## config.mk

```make
export PLATFORM = sky130hd
export DESIGN_NAME = recovery_controller
export DESIGN_NICKNAME = d
export VERILOG_FILES = /design/src/rtl/recovery_controller.sv
export SDC_FILE = /design/constraint.sdc
export NUM_CORES = 1
export LEC_CHECK = 0
export CAP_MARGIN = 15
export CELL_PAD_IN_SITES_DETAIL_PLACEMENT = 1
export CELL_PAD_IN_SITES_GLOBAL_PLACEMENT = 1
export CORE_ASPECT_RATIO = 1.1
export CORE_MARGIN = 1
export CORE_UTILIZATION = 40
export DETAILED_ROUTE_END_ITERATION = 8
export PLACE_DENSITY_LB_ADDON = 0.1
export SKIP_LAST_GASP = 1
export SYNTH_ARGS = -nofsm -noshare
export SYNTH_HDL_FRONTEND = slang
export SYNTH_SLANG_ARGS = --single-unit
export TNS_END_PERCENT = 10
```

## constraint.sdc

```tcl
create_clock -name clk -period 5 [get_ports clk]
set_input_delay 1.5 -clock clk [delete_from_list [all_inputs] [get_ports clk]]
set_output_delay 1.5 -clock clk [all_outputs]
set_load 0.01 [all_outputs]
```

## src/rtl/recovery_controller.sv

```systemverilog
// Rollback/replay controller: checkpoints the last good committed PC and, on a
// comparator fault, sequences flush -> restore -> replay, escalating to a sticky fatal state.
module recovery_controller #(
  parameter int              XLEN           = 32,
  parameter logic [XLEN-1:0] RESET_PC       = '0,
  parameter int              FLUSH_CYCLES   = 4,
  parameter int              MAX_RETRIES    = 3,
  parameter int              REPLAY_TIMEOUT = 64
) (
  input  logic            clk,
  input  logic            reset_n,
  input  logic            fault_detected,
  input  logic            commit_valid,
  input  logic [XLEN-1:0] commit_pc,
  input  logic            restore_ack,
  output logic            recovery_active,
  output logic            pipeline_flush,
  output logic            restore_valid,
  output logic [XLEN-1:0] restore_pc,
  output logic            fatal_error,
  output logic [31:0]     recovery_event_count
);

  localparam int FW = $clog2(FLUSH_CYCLES + 1);
  localparam int TW = $clog2(REPLAY_TIMEOUT + 1);
  localparam int RW = $clog2(MAX_RETRIES + 1) + 1;

  localparam logic [FW-1:0] FLUSH_LAST = FW'(FLUSH_CYCLES - 1);
  localparam logic [TW-1:0] TO_LAST    = TW'(REPLAY_TIMEOUT - 1);
  localparam logic [RW-1:0] RETRY_MAX  = RW'(MAX_RETRIES);

  typedef enum logic [2:0] {
    IDLE    = 3'd0,
    FLUSH   = 3'd1,
    RESTORE = 3'd2,
    REPLAY  = 3'd3,
    FATAL   = 3'd4
  } state_t;

  state_t          state_r;
  state_t          state_nxt_s;
  logic [XLEN-1:0] checkpoint_r;
  logic [FW-1:0]   flush_cnt_r;
  logic [TW-1:0]   timeout_cnt_r;
  logic [RW-1:0]   retry_cnt_r;
  logic [31:0]     event_cnt_r;
  logic            fail_s;
  logic            clean_commit_s;

  // A fault outranks a same-cycle commit; the timeout is a failure in its own right.
  assign fail_s         = fault_detected || (timeout_cnt_r == TO_LAST);
  assign clean_commit_s = commit_valid && !fault_detected;

  // State register
  always_ff @(posedge clk or negedge reset_n) begin
    if (!reset_n) begin
      state_r <= IDLE;
    end else begin
      state_r <= state_nxt_s;
    end
  end

  // Next-state decode
  always_comb begin
    state_nxt_s = state_r;
    case (state_r)
      IDLE: begin
        if (fault_detected) state_nxt_s = FLUSH;
        else                state_nxt_s = IDLE;
      end
      FLUSH: begin
        if (flush_cnt_r == FLUSH_LAST) state_nxt_s = RESTORE;
        else                           state_nxt_s = FLUSH;
      end
      RESTORE: begin
        if (restore_ack) state_nxt_s = REPLAY;
        else             state_nxt_s = RESTORE;
      end
      REPLAY: begin
        if (fail_s) begin
          if (retry_cnt_r == RETRY_MAX) state_nxt_s = FATAL;
          else                          state_nxt_s = FLUSH;
        end else if (commit_valid) begin
          state_nxt_s = IDLE;
        end else begin
          state_nxt_s = REPLAY;
        end
      end
      FATAL:   state_nxt_s = FATAL;
      default: state_nxt_s = IDLE;
    endcase
  end

  // Checkpoint, attempt counters and event counter
  always_ff @(posedge clk or negedge reset_n) begin
    if (!reset_n) begin
      checkpoint_r  <= RESET_PC;
      flush_cnt_r   <= '0;
      timeout_cnt_r <= '0;
      retry_cnt_r   <= '0;
      event_cnt_r   <= 32'd0;
    end else begin
      flush_cnt_r <= (state_r == FLUSH) ? flush_cnt_r + FW'(1) : '0;
      case (state_r)
        IDLE: begin
          if (clean_commit_s) checkpoint_r <= commit_pc;
          else                checkpoint_r <= checkpoint_r;
          if (fault_detected && (event_cnt_r != 32'hFFFF_FFFF)) event_cnt_r <= event_cnt_r + 32'd1;
          else                                                  event_cnt_r <= event_cnt_r;
        end
        RESTORE: begin
          if (restore_ack) timeout_cnt_r <= '0;
          else             timeout_cnt_r <= timeout_cnt_r;
        end
        REPLAY: begin
          timeout_cnt_r <= timeout_cnt_r + TW'(1);
          if (fail_s) begin
            if (retry_cnt_r != RETRY_MAX) retry_cnt_r <= retry_cnt_r + RW'(1);
            else                          retry_cnt_r <= retry_cnt_r;
          end else if (commit_valid) begin
            checkpoint_r <= commit_pc;
            retry_cnt_r  <= '0;
          end else begin
            retry_cnt_r <= retry_cnt_r;
          end
        end
        default: begin
          checkpoint_r <= checkpoint_r;
        end
      endcase
    end
  end

  // Moore output decode
  always_comb begin
    recovery_active = 1'b0;
    pipeline_flush  = 1'b0;
    restore_valid   = 1'b0;
    fatal_error     = 1'b0;
    restore_pc      = checkpoint_r;
    case (state_r)
      IDLE: begin
        recovery_active = 1'b0;
      end
      FLUSH: begin
        recovery_active = 1'b1;
        pipeline_flush  = 1'b1;
      end
      RESTORE: begin
        recovery_active = 1'b1;
        restore_valid   = 1'b1;
      end
      REPLAY: begin
        recovery_active = 1'b1;
      end
      FATAL: begin
        recovery_active = 1'b1;
        pipeline_flush  = 1'b1;
        fatal_error     = 1'b1;
      end
      default: begin
        recovery_active = 1'b0;
      end
    endcase
  end

  assign recovery_event_count = event_cnt_r;

endmodule

```

== After elaboration in Yosys (flattened, before gate mapping) ==
Index checks and enable logic that the tools add are counted.
Storage, ports and cells
  register bits after elaboration: 80
  input bits: 37
  output and inout bits: 68
  logic and storage cells: 59
Cells by class
  $add $sub $neg: 4
  equality and inequality tests: 14
  muxes and demuxes: 21
  reductions and logical operators: 14
Operator list (number)
  two-way mux 32 bit: 3
  case mux 32 bit (2 select lines): 1
  adder 32 x 1 -> 32 bit, second input constant: 1
  inequality test 32 bit, second input constant: 1
  two-way mux 3 bit: 6
  case mux 3 bit (5 select lines): 1
  case mux 7 bit (2 select lines): 1
  == test 3 x 2 -> 1 bit, second input constant: 4
  inequality test 2 bit, second input constant: 4
  adder 7 x 1 -> 7 bit, second input constant: 1
  == test 7 x 6 -> 1 bit, second input constant: 1
  two-way mux 7 bit: 1
  adder 3 x 1 -> 3 bit, second input constant: 2
  two-way mux 1 bit: 6
  nonzero test 2 bit: 3
  two-way mux 2 bit: 2
  AND reduction 2 bit: 2
  AND reduction 4 bit: 1
  OR reduction 4 bit: 1
  == test 3 x 1 -> 1 bit, second input constant: 1
  == test 3 bit, second input constant: 1
  logical NOT 3 bit: 1
  inequality test 3 x 2 -> 1 bit, second input constant: 1
  AND reduction 3 bit: 1
  5 further kinds: 6

== Depth between registers and ports, before layout ==
Gate-level depths: netlist (run 1).
  word-level depth: 4
  depth in mapped cells: 7
  depth with buffers taken out: 6

== Worst setup path before layout (run 1) ==
Ideal clock, no wire load.
  path kind: reg-to-reg
  from: register timeout_cnt_r[0]
  to: register checkpoint_r[10], in the netlist restore_pc[10]
  library setup time: 125 ps
  arrival: 1882 ps
  path slack: 2993 ps
  stages on the path, launching flop included: 7
  buffers on the path: 1
  cell sequence: dfrtp_1 -> ha_1 -> nand3_1 -> o311a_1 -> o211ai_1 -> buf_2 -> mux2_2
On the way
  word-level cells in the longest chain between the ends: 4
Ends and longest elaborated chain
  start: declaration: line 44  | logic [TW-1:0] timeout_cnt_r;
  start signal: assignment: line 113  | else timeout_cnt_r <= timeout_cnt_r;
  start signal: assignment: line 116  | timeout_cnt_r <= timeout_cnt_r + TW'(1);
  == test 7 x 6 -> 1 bit: line 51  | assign fail_s = fault_detected || (timeout_cnt_r == TO_LAST);
  logical OR 1 bit: line 51
  inequality test 2 bit (no line)
  AND reduction 4 bit (no line)
  end signal: assignment: line 106  | if (clean_commit_s) checkpoint_r <= commit_pc;
  end signal: assignment: line 107  | else checkpoint_r <= checkpoint_r;
  end signal: assignment: line 121  | checkpoint_r <= commit_pc;
  end: declaration: line 42  | logic [XLEN-1:0] checkpoint_r;
No other way between the ends.
A chain may end at the register's enable or synchronous reset.

== Final worst setup path (run 1) ==
  from: register state_r[0]
  to: output fatal_error
On the way
  word-level cells in the longest chain between the ends: 2
Ends and longest elaborated chain
  start: declaration: line 40  | state_t state_r;
  start signal: assignment: line 59  | state_r <= state_nxt_s;
  == test 3 bit: line 141  | case (state_r)
  two-way mux 1 bit: line 141
  end: declaration: line 20  | output logic fatal_error,
No other way between the ends.

==> results of run 1 <==
==> worst max-delay path: cells and delay by family (launching register included) <==
family	cells	cell delay, ps
buffers and inverters	1	530
and+or+nand+nor	2	460
DFF	1	540
==> worst max path at each step <==
stage / from / endpoint / slack (ps) / cells after the start
after floorplan: fault_detected / recovery_event_count[31] / 2080 / 5
after global placement: fault_detected / recovery_event_count[1] / 1320 / 4
after detailed placement: fault_detected / recovery_event_count[1] / 1260 / 4
after CTS: state_r[0] / fatal_error / 1590 / 3
after global routing: state_r[0] / fatal_error / 1510 / 3
final: state_r[0] / fatal_error / 1620 / 3
==> cell usage after synthesis, types with 2 or more instances <==
master / count
clkbuf_1: 4
nor2_1: 20
mux2_1: 5
a21oi_1: 6
nand4_1: 20
mux2_2: 31
a31oi_1: 3
o2bb2ai_1: 4
nor4_1: 3
and3_1: 7
ha_1: 6
nand2_1: 23
nor3_1: 5
nor3_2: 2
xnor2_1: 27
o21ai_0: 11
dfrtp_1: 80
and2_1: 2
nand3_1: 13
inv_1: 7
xor2_1: 4
buf_2: 3
==> registers in the layout, indices dropped and copies added, names as in the netlist <==
register and flops:
restore_pc 32, retry_cnt_r 3, timeout_cnt_r 7, recovery_event_count 32, state_r 3, flush_cnt_r 3
==> stage by stage <==
| stage | area, sq um | util [%] | power (mW) |
|---|---|---|---|
| finish | 5000 | 56.4 | 2.40 |
| global route | 5000 | 56.4 | 2.56 |
| CTS | 5000 | 56.4 | 2.44 |
| detailed placement | 4780 | 53.9 | 1.89 |
| global placement | 4780 | 53.9 | 1.84 |
| floorplan | 3640 | - | 1.42 |
==> metal layers <==
metal	vias to the layer above	part of all wire (%)	global-route usage (%)
li1	1323	-	-
met1	1457	43	25.0
met2	69	51	33.7
met3	9	4.4	5.21
met4	0	1.4	6.86
met5	-	0	0
==> kinds of logic (layout without fill, tap and decap cells) <==
group | Yosys count | in the layout | share of synthesized area (%)
adders and majority gates | 6 | 6 | 2.06
DFF | 80 | 80 | 54.9
AOI/OAI and AO/OA | 34 | 34 | 6.45
buffers and inverters | 16 | 127 | 2.06
xor gates and xnor gates | 31 | 31 | 7.45
and+or+nand+nor | 106 | 106 | 15.7
muxes | 37 | 37 | 11.4
==> power groups by stage <==
| stage | sequential (mW) | clock [mW] | combinational, mW |
|---|---|---|---|
| floorplan | 1.05 | 0 | 0.364 |
| global placement | 1.00 | 0 | 0.838 |
| detailed placement | 1.02 | 0 | 0.868 |
| CTS | 1.01 | 0.553 | 0.878 |
| global route | 1.04 | 0.576 | 0.938 |
| finish | 1.01 | 0.530 | 0.860 |
==> final cells by class <==
type	instances	area share, %
sequential	80	40.0
inverter	7	0.525
clock inverter	3	1.30
clock buffer	12	3.10
tap	114	2.85
timing repair buffer	105	20.9
multi-input combinational	214	31.3
==> key figures, run 1 <==
Pwr
  • Net Switching: 0.736 mW
  • Cell Pwr Density: 480 nW/um^2
  • Clock Power Share: 22.1%
  • P_leak: 2.06 nW
  • Pint: 1.67 mW
  • VDD IR-drop max: 262 uV
  • Flop pwr share: 42.1%
  • Logic pwr share: 35.8%
  • Switching share of power: 30.6%

Place
  • Pre-CTS setup slack: 1260 ps
  • Placed cell count: 520
  • Port Buf Inserts: 104
  • Post-DP HPWL: 6260 microns
  • GP Congestion: 0.723

Floorplan
  • IO Count: 105
  • Die area: 9500 sq um
  • Initial Util: 41.1%
  • Die Y: 102 microns
  • FP Rows: 36
  • Chip width: 93.0 microns
  • Core Footprint: 8870 sq um

Synth
  • Synthesized cell area: 3640 sq um
  • Avg Inst Size Synth: 11.8 sq um
  • Main synth FF type: dfrtp_1
  • EDFF count, synth: 0
  • Synth area leader: dfrtp_1
  • Synth area leaders: dfrtp_1, mux2_2, xnor2_1
  • Syn nets: 353
  • Synth top area share: 54.9%
  • Number of synthesized register bits: 80
  • Synth Instances: 310
  • Yosys warnings: 0
  • Seq/Total Area, Yosys: 54.9%
  • Async S/R FF share, synth: 100%
  • Synth cell types: 46

Clocking
  • Post-cts resize count: 0
  • Clock-pin slew on the worst setup and hold paths: 70 ps
  • Clk_lat worst skew: 350 ps
  • CTS tree: yes
  • Clock net sink count: 80
  • CTS buffer count: 9
  • Setup Buffers After CTS: 0
  • H-tree lvl count: 3
  • Clk root buf: clkbuf_8
  • CTS Buffer Depth: 2
  • Hold_buf cts: 0

Finish
  • Multi-input logic area: 1570 sq um
  • Final net count: 460
  • Layout cells sized above 1: 13.1%
  • Ant. Diodes: 0
  • Fillers: 959
  • Area Growth Syn to Fin: 37.3%
  • Sequential Area: 2000 sq um
  • Most frequent cells in the layout: clkdlybuf4s50_1, dfrtp_1, mux2_2, xnor2_1, nand2_1
  • Non-filler cells, final: 535
  • Most common cell after layout, fill and taps aside: clkdlybuf4s50_1

GRT
  • GR Overflow Total: 0
  • Vias in the first global route: 2,911
  • GRT Overall Usage: 20.0%
  • Global-route wire length before repair: 14,600 microns
  • Initial antenna violation count: 0
  • Largest net degree at the start of global routing: 81

STA
  • Final Cycle Share: 67.6%
  • Fmax: 0.296 GHz
  • Headroom to the max-slew limit: 29.6%
  • Worst Tran Pin Value: 1050 ps
  • Unrepaired setup endpoints after global routing: false
  • Final WS setup: 1620 ps
  • WHS: 441 ps
  • Final setup violating endpoints: 0
  • Final Skew: 8.55 ps
  • Setup TNS: 0 ps
  • Final Max Tran Viols: 0
  • Post-route minimum period: 3380 ps
  • Final hold violations: 0

Route
  • Final WL: 8840 microns
  • Vias: 2,858
  • Vias per cell: 5.34
  • Final ANT Viol Nets: 0
  • WL per Instance: 16.5 microns
  • DRT Pass-1 Iters: 4
  • DRC: 0
  • DRT iter0 DRCs: 107

Outcome
  • Status: completed

Worst setup path
  • Worst reg-to-reg setup slack: 2670 ps
  • Required time worst endpoint: 3500 ps
  • Slowest CP cell: dfrtp_1
  • Kind of critical path: flop to primary output
  • CP Launch Type: flop
  • Reg-to-reg endpoint: recovery_event_count[1]
  • Max incr delay on CP: 540 ps
  • Reg-to-reg startpoint: recovery_event_count[0]
  • Reg2Reg Depth: 5
  • Worst-path maximum fanout: 14
  • Worst path cell trace: nor2_1 -> and2_2 -> clkdlybuf4s50_1
  • Crit path DAT: 1880 ps
  • Crit. End Element: primary output

Min path
  • Hold Startpoint: flush_cnt_r[0]
  • Worst min-delay path category: flop to flop
  • Hold path depth: 1
  • Min-Delay Endpoint: flush_cnt_r[0]

Flow run
  • Number of max-cap violations: 0
No activity file was read; power rests on OpenSTA's default activity.
==> inputs of run 2 (changes only) <==
--- a/config.mk
+++ b/config.mk
@@ -10,7 +10,7 @@
 export CELL_PAD_IN_SITES_GLOBAL_PLACEMENT = 1
 export CORE_ASPECT_RATIO = 1.1
 export CORE_MARGIN = 1
-export CORE_UTILIZATION = 40
+export CORE_UTILIZATION = 33
 export DETAILED_ROUTE_END_ITERATION = 8
 export PLACE_DENSITY_LB_ADDON = 0.1
 export SKIP_LAST_GASP = 1
==> constraint.sdc (replaced) <==
create_clock -name clk -period 3 [get_ports clk]
set_input_delay 0.9 -clock clk [delete_from_list [all_inputs] [get_ports clk]]
set_output_delay 0.9 -clock clk [all_outputs]
set_load 0.01 [all_outputs]
==> run 2 against run 1 <==
Effect of this change:
- via count is 0.59% lower
- critical path depth unchanged
- first-iteration DRC count down 47%
- clock skew is essentially flat
- global-route usage decreased by 3.6 points
- flip-flop and latch count is the same
- non-clock buffer count is 7 higher
- worst hold slack worse by 1.3 ps
- power is 76% higher
- routed wire length about the same
- critical path type unchanged
- largest power group unchanged
==> key figures, run 2 (same netlist as run 1, synthesis figures left out) <==
Outcome
  • Status: completed

STA
  • Final hold violations: 0
  • Final setup violating endpoints: 0
  • Worst Tran Pin Value: 683 ps
  • Headroom to the max-slew limit: 54.0%
  • Setup TNS: 0 ps
  • Final Skew: 8.26 ps
  • Final WS setup: 310 ps
  • Fmax: 0.372 GHz
  • Final Max Tran Viols: 0
  • Post-route minimum period: 2690 ps
  • Final Cycle Share: 89.7%
  • Unrepaired setup endpoints after global routing: false

Worst setup path
  • Max incr delay on CP: 530 ps
  • Reg2Reg Depth: 6
  • Cell family with most CP delay: buffers and inverters
  • Required time worst endpoint: 2100 ps
  • Kind of critical path: flop to primary output
  • Crit. End Element: primary output
  • Buffers and inverters on the worst path: 1
  • Worst path cell trace: and2b_1 -> and2_1 -> clkdlybuf4s50_1
  • Worst-path maximum fanout: 10
  • Slowest CP cell: clkdlybuf4s50_1
  • Worst path depth: 3
  • CP Launch Type: flop
  • Crit path DAT: 1790 ps

Route
  • Vias: 2,841
  • Metal2 WL: 4680 microns
  • DRC: 0
  • Final ANT Viol Nets: 0
  • Routed wl met3: 241 microns
  • DRT iter0 DRCs: 57
  • WL met1: 3790 microns
  • Top Metal Used: met4
  • Vias per cell: 4.97
  • WL per Instance: 15.4 microns
  • DRT Pass-1 Iters: 4
  • Final WL: 8830 microns

Clocking
  • Clk_lat worst skew: 330 ps
  • CTS buffer count: 9
  • Setup Buffers After CTS: 0
  • Post-cts resize count: 0
  • CTS Buffer Depth: 2
  • CTS tree: yes
  • H-tree lvl count: 3
  • Clk root buf: clkbuf_16
  • Clock-pin slew on the worst setup and hold paths: 60 ps
  • Clock net sink count: 80
  • Hold_buf cts: 0

Pwr
  • P_leak: 2.13 nW
  • VDD IR-drop max: 408 uV
  • Cell Pwr Density: 813 nW/um^2
  • Total power draw: 4.23 mW

Floorplan
  • Die area: 11,500 sq um
  • FP Rows: 39
  • Chip width: 102 microns
  • Initial Util: 34.4%
  • Core Footprint: 10,600 sq um
  • Die Y: 112 microns
  • IO Count: 105

Flow run
  • Number of max-cap violations: 0

Finish
  • Multi-input logic area: 1570 sq um
  • Most common cell after layout, fill and taps aside: clkdlybuf4s50_1
  • Layout cells sized above 1: 14.7%
  • Non-filler cells, final: 572
  • Area Growth Syn to Fin: 42.7%
  • Final net count: 467
  • Sequential Area: 2000 sq um
  • Most frequent cells in the layout: clkdlybuf4s50_1, dfrtp_1, mux2_2, xnor2_1, nand2_1
  • Fillers: 1,144
  • Final core utilization: 49.1%
  • Ant. Diodes: 0

Place
  • Pre-CTS setup slack: 81.9 ps
  • Post-DP HPWL: 6610 microns
  • GP Congestion: 0.741
  • Placed cell count: 556
  • Port Buf Inserts: 104

GRT
  • Largest net degree at the start of global routing: 50
  • GR Overflow Total: 0
  • Global-route wire length before repair: 14,500 microns
  • Initial antenna violation count: 0
  • GRT Overall Usage: 16.4%
  • Vias in the first global route: 2,934

Min path
  • Hold path depth: 1
  • Worst min-delay path category: flop to flop
## run 2: worst reg2reg max path: stages, from the launching register on
cell and delay [ps]:
dfrtp_1 450, ha_1 200, nand3_1 170, or3_1 400, a211oi_1 550, nand4_1 210, xnor2_1 170
## run 2: area by class of cell
type / count / share of cell area (%)
sequential: 80 / 38.5
multi-input combinational: 214 / 30.1
timing repair buffer: 112 / 21.8
clock buffer: 10 / 4.40
tap: 143 / 3.44
clock inverter: 6 / 1.15
inverter: 7 / 0.505
## run 2: stage by stage
step	instance area, sq um	hold slack (ps)
5_1_grt	5200	456
4_1_cts	5200	445
3_3_place_gp	4910	423
2_1_floorplan	3640	408
6_report	5200	440
3_5_place_dp	4910	436
## run 2: per-layer routing
layer	vias to the layer above	GRT usage, %
met5	-	0
met4	0	6.00
met3	11	2.55
met2	54	28.3
met1	1440	20.4
li1	1336	-
## run 2: path summary, 6_finish.rpt
kind / from / end / slack (ps)
worst max-delay path: state_r[2] / restore_valid / 310
worst min-delay path: flush_cnt_r[0] / flush_cnt_r[0] / 440
worst max register to register: recovery_event_count[0] / recovery_event_count[20] / 720
worst min register to register: flush_cnt_r[0] / flush_cnt_r[0] / 440
max in group asynchronous: reset_n / restore_pc[11] / 1870
min in group asynchronous: reset_n / flush_cnt_r[0] / 520
## run 2: report_power, final
| part | switching (mW) | internal (mW) |
|---|---|---|
| clock | 0.428 | 0.640 |
| sequential | 0.235 | 1.42 |
| combinational | 0.612 | 0.893 |
